### config.mk
export PLATFORM = sky130hd
export DESIGN_NAME = bram_stream_reader
export DESIGN_NICKNAME = d
export VERILOG_FILES = /design/src/rtl/bram_stream_reader.sv
export SDC_FILE = /design/constraint.sdc
export NUM_CORES = 1
export LEC_CHECK = 0
export CAP_MARGIN = 5
export CORE_MARGIN = 5
export CORE_UTILIZATION = 35
export DETAILED_ROUTE_END_ITERATION = 16
export SYNTH_ARGS = -nofsm -noshare
export SYNTH_HDL_FRONTEND = slang
export SYNTH_SLANG_ARGS = --single-unit
### constraint.sdc
create_clock -name clk_in -period 7.71 [get_ports clk_in]
set_input_delay 1.1565 -clock clk_in [delete_from_list [all_inputs] [get_ports clk_in]]
set_output_delay 1.1565 -clock clk_in [all_outputs]
set_load 0.1 [all_outputs]
### src/rtl/bram_stream_reader.sv
// bram_stream_reader: streams a contiguous, wrapping run of words from a
// 512x32 block RAM read port onto a valid/ready interface. A 4-entry output
// FIFO absorbs the one-cycle RAM latency and downstream back-pressure while
// still allowing one word per cycle.
module bram_stream_reader #(
  parameter int unsigned ADDR_W     = 9,
  parameter int unsigned DATA_W     = 32,
  parameter int unsigned FIFO_DEPTH = 4
) (
  input  logic              clk_in,
  input  logic              rst_n_in,
  input  logic              start_in,
  input  logic [ADDR_W-1:0] base_addr_in,
  input  logic [ADDR_W:0]   len_in,
  output logic              busy_out,
  output logic              done_out,
  output logic              bram_en_out,
  output logic [3:0]        bram_we_out,
  output logic [ADDR_W-1:0] bram_addr_out,
  input  logic [DATA_W-1:0] bram_rd_d_in,
  output logic [DATA_W-1:0] data_out,
  output logic              valid_out,
  input  logic              ready_in,
  output logic              last_out
);

  localparam int unsigned LEN_W = ADDR_W + 1;
  localparam int unsigned PTR_W = $clog2(FIFO_DEPTH);
  localparam int unsigned CNT_W = PTR_W + 1;
  localparam logic [LEN_W-1:0] MaxLen = LEN_W'(1) << ADDR_W;

  typedef enum logic [1:0] {
    StIdle,
    StRead,
    StDrain
  } state_e;

  state_e            state_q, state_d;
  logic [ADDR_W-1:0] addr_q, addr_d;
  logic [LEN_W-1:0]  rem_q, rem_d;     // reads not yet issued, incl. one issuing now
  logic              en_q, en_d;
  logic              pend_q;           // read issued last cycle; data on bram_rd_d_in now
  logic              pend_last_q;      // ...and it was the final read of the transfer
  logic              last_issue;
  logic              done_q, done_d;

  logic [DATA_W-1:0] data_mem_q [FIFO_DEPTH];
  logic              last_mem_q [FIFO_DEPTH];
  logic [PTR_W-1:0]  wr_ptr_q, rd_ptr_q;
  logic [CNT_W-1:0]  count_q, count_d;
  logic              push, pop;
  logic [CNT_W:0]    occ_next;
  logic [LEN_W-1:0]  len_clamped;

  // FIFO push/pop and next occupancy
  always_comb begin
    push        = pend_q;
    pop         = valid_out & ready_in;
    count_d     = count_q + CNT_W'(push) - CNT_W'(pop);
    // Occupancy next cycle counting the read that will still be in flight.
    occ_next    = {1'b0, count_d} + (CNT_W + 1)'(en_q);
    len_clamped = (len_in > MaxLen) ? MaxLen : len_in;
    last_issue  = en_q && (rem_q == LEN_W'(1));
  end

  // Control FSM next-state and registered-output next values
  always_comb begin
    state_d = state_q;
    addr_d  = addr_q;
    rem_d   = rem_q;
    en_d    = 1'b0;
    done_d  = 1'b0;
    unique case (state_q)
      StIdle: begin
        // The done cycle is still part of the transfer: ignore start there.
        if (start_in && !done_q) begin
          if (len_in == '0) begin
            done_d = 1'b1;
          end else begin
            state_d = StRead;
            addr_d  = base_addr_in;
            rem_d   = len_clamped;
            en_d    = 1'b1;
          end
        end
      end
      StRead: begin
        if (en_q) begin
          addr_d = addr_q + ADDR_W'(1);
          rem_d  = rem_q - LEN_W'(1);
        end
        if (last_issue) begin
          state_d = StDrain;
        end else begin
          en_d = occ_next < (CNT_W + 1)'(FIFO_DEPTH);
        end
      end
      StDrain: begin
        if (pop && last_out) begin
          state_d = StIdle;
          done_d  = 1'b1;
        end
      end
      default: state_d = StIdle;
    endcase
  end

  // Control state registers
  always_ff @(posedge clk_in) begin
    if (!rst_n_in) begin
      state_q     <= StIdle;
      addr_q      <= '0;
      rem_q       <= '0;
      en_q        <= 1'b0;
      pend_q      <= 1'b0;
      pend_last_q <= 1'b0;
      done_q      <= 1'b0;
    end else begin
      state_q     <= state_d;
      addr_q      <= addr_d;
      rem_q       <= rem_d;
      en_q        <= en_d;
      pend_q      <= en_q;
      pend_last_q <= last_issue;
      done_q      <= done_d;
    end
  end

  // Output FIFO storage and pointers; storage cleared so data_out reads 0 after reset
  always_ff @(posedge clk_in) begin
    if (!rst_n_in) begin
      for (int i = 0; i < FIFO_DEPTH; i++) begin
        data_mem_q[i] <= '0;
        last_mem_q[i] <= 1'b0;
      end
      wr_ptr_q <= '0;
      rd_ptr_q <= '0;
      count_q  <= '0;
    end else begin
      if (push) begin
        data_mem_q[wr_ptr_q] <= bram_rd_d_in;
        last_mem_q[wr_ptr_q] <= pend_last_q;
        wr_ptr_q             <= wr_ptr_q + PTR_W'(1);
      end
      if (pop) begin
        rd_ptr_q <= rd_ptr_q + PTR_W'(1);
      end
      count_q <= count_d;
    end
  end

  // Outputs straight from registers
  always_comb begin
    busy_out      = state_q != StIdle;
    done_out      = done_q;
    bram_en_out   = en_q;
    bram_we_out   = 4'h0;
    bram_addr_out = addr_q;
    valid_out     = count_q != '0;
    data_out      = data_mem_q[rd_ptr_q];
    last_out      = valid_out & last_mem_q[rd_ptr_q];
  end

endmodule

==> summary.md <==
| Metric | Value |
|---|---|
| Status | complete, no violations |
| # H-tree levels | 4 |
| EDFF count, synth | 129 |
| Post-CTS Hold Buffers | 0 |
| Worst path required time | 6550 ps |
| DRT Pass-1 Iters | 4 |
| TNS Setup | 0 ps |
| Avg WL per Cell | 19.6 µm |
| Post-synthesis cell count | 571 |
| Via count | 5,031 |
| ANT nets after route | 0 |
| GRT overflow | 0 |
| Leading post-synthesis cells by cell area | edfxtp_1, mux4_2, dfxtp_1, and2_1, and3_1 |
| Commonest cells after routing, fill and taps aside | edfxtp_1, and2_1, clkdlybuf4s50_1, and3_1, dfxtp_1 |
| Slowest cell on the critical path | clkdlybuf4s50_1 |
| # IOs | 105 |
| CP Launch Type | flip-flop |
| Final instance area | 9470 µm² |
| DRC violations left | 0 |
| CORE AREA | 21,700 µm² |
| Detail Placement HPWL | 11.6 mm |
| Grt met3 use | 4.21% |
| Finish-stage setup viols | 0 |
| Crit path arrival time | 3050 ps |
| Mapped cell area | 7670 µm² |
| Flop pwr share | 36.9% |
| Fin. Hold Viols | 0 |
| Initial core utilization | 35.4% |
| Pwr Total | 2.99 mW |
| Share of layout cells above drive strength 1 | 13.3% |
| Yosys top cell area share | 50.5% |
| Synthesized area per cell | 13.4 µm² |
| P_int | 1.81 mW |
| Layout Nets | 716 |
| Root Buffer | clkbuf_16 |
| Final Critical Period | 4200 ps |
| Detailed-route wire length | 18.5 mm |
| Die Span Y | 158 µm |
| FFs w/ async S/R, synth | 0% |
| I/O Buffers | 100 |
| Comb pwr share | 35.8% |
| Sequential fraction of the synthesis area | 60.1% |
| Worst setup EP type | primary output |
| Number of post-CTS setup repair buffers | 0 |
| Clock Tree Buf Depth | 2 |
| Hold WS | 467 ps |
| Clock slew at reported path FFs | 60 ps |
| Synth unique cells | 55 |
| Normalized max-slew margin | 25.5% |
| M1 GR Usage | 20.1% |
| Ys flop type | edfxtp_1 |
| Switching share of power | 39.4% |
| GRT Overall Usage | 15.3% |
| Final core occ | 43.7% |
| Synth-to-layout area growth | 23.4% |
| Met2 usage | 25.5% |
| CTS tree | done |
| Iter 0 DRT Violations | 303 |
| HP Class | flip-flop to flip-flop |
| Die Wd | 158 µm |
| Synth area leader | edfxtp_1 |
| Initial antenna violation count | 2 |
| Critical path's largest stage delay | 980 ps |
| Synthesized flop and latch total | 166 |
| Crit Path Class | flip-flop to primary output |
| Maximum VDD drop | 0.000113 V |
| Post_cts resized | 0 |
| Worst Path Buf+Inv | 2 |
| First-pass GRT wire length | 29.5 mm |
| Total power divided by cell area | 316 nW/µm² |
| Die Footprint | 25,000 µm² |
| Vias in the first global route | 5,347 |
| Worst Tran Pin Value | 1120 ps |
| Cell Area, Placed | 8900 µm² |
| Leak | 3.43 nW |
| YS warnings | 0 |
| Critical-path cell list | buf_4 -> mux4_2 -> clkdlybuf4s50_1 |
| Clock sink count | 166 |
| Ant diodes | 0 |
| Unrepaired setup endpoints after global routing | no |
| Max Freq | 238 MHz |
| Clock power share | 27.3% |
| Largest net degree at the start of global routing | 65 |
| CTS Buf Count | 17 |
| # rows | 54 |
| Top Usage Layer GRT | met2 |
| Net Sw Power | 1.18 mW |
| Max Cap Violations | 0 |
| Crit path max fanout | 24 |
| Routability congestion estimate | 0.818 |
| Slew Limit Fails | 0 |
| Post-DR vias/cell | 5.31 |
| Final period util | 54.5% |
| Kind of cell adding the most delay to the critical path | buffers and inverters |
| Worst-Skew Late Latency | 420 ps |
| Skew final | 7.64 ps |
| Commonest non-fill, non-tap cell in the layout | edfxtp_1 |
==> cells in the mapped netlist (all sizes together), types with 2 or more instances <==
master and count:
a41oi 2, o21ai 9, ha 5, a31oi 10
nand2b 3, a21oi 21, edfxtp 129, o221a 2
nor3b 9, nand3 6, and2 103, dfxtp 37
a22oi 2, o211ai 2, buf 14, inv 9
nor2b 2, nand3b 3, mux4 33, and3 36
o32ai 10, o22ai 4, nor4 4, xnor2 2
nor2 20, nand2 25, nor3 8, xor2 2
or4 2, a21boi 2, nor4bb 2, nor4b 3
a32oi 3, clkbuf 32
==> registers in the layout, indices dropped and copies added, names as in the netlist, named ones only <==
signal and flops:
data_mem_q 128, rem_q 10, bram_addr_out 9, last_mem_q 4, count_q 3, rd_ptr_q 2, state_q 2, wr_ptr_q 2
bram_en_out 1, done_out 1, pend_last_q 1, pend_q 1
==> layout make-up <==
cell class | instances | area (µm²)
clock buffers | 17 | 425
clock inverters | 14 | 140
fillers | 1895 | 12200
inverters | 9 | 33.8
multi-input cells | 353 | 2850
flip-flops and latches | 166 | 4620
well taps | 280 | 350
repair buffers | 108 | 1060
==> routing by layer <==
metal | part of all wire [%] | up-vias | wire length (µm)
met3 | 7.6 | 17 | 1410
met4 | 0.79 | 4 | 146
met2 | 49 | 205 | 9050
met5 | 0.10 | - | 19
li1 | - | 2316 | -
met1 | 43 | 2489 | 7910
==> cell families (layout without fill, tap and decap cells) <==
logic type                 after synthesis  in the layout  share of synthesized area (%)
and+or+nand+nor                        230            230                           18.0
DFF                                    166            166                           60.1
AOI/OAI and AO/OA                       75             75                           6.91
buffers and inverters                   55            148                           3.37
muxes                                   33             33                           9.68
adders and majority gates                6              6                           1.08
xor gates and xnor gates                 5              5                          0.766
other                                    1              4                         0.0489
==> power groups by stage <==
stage                     clock network [mW]  registers, mW  logic [mW]
after floorplan                            0           1.13       0.823
after global placement                     0           1.12        1.07
after detailed placement                   0           1.12        1.08
after CTS                              0.837           1.11        1.08
after global routing                   0.883           1.12        1.12
final                                  0.818           1.10        1.07
==> final timing paths <==
path	from	to	slack (ps)	cells past startpoint
worst max register to register	pend_q	data_mem_q[2][21]	5210	4
worst min register to register	rem_q[8]	rem_q[8]	470	2
worst max-delay path	flip-flop	data_out[31]	3510	3
worst min-delay path	rem_q[8]	rem_q[8]	470	2
==> tightest hold or removal path: stages, from the launching register on <==
cell and delay, ps:
dfxtp_1 310, nand2_1 50, o32ai_1 60
==> through the flow <==
stage,cells,worst slack [ps]
3_5_place_dp,916,3880
3_3_place_gp,916,3920
6_report,947,3510
4_1_cts,947,3420
2_1_floorplan,574,4230
5_1_grt,947,3320
No activity file was read; power rests on OpenSTA's default activity.
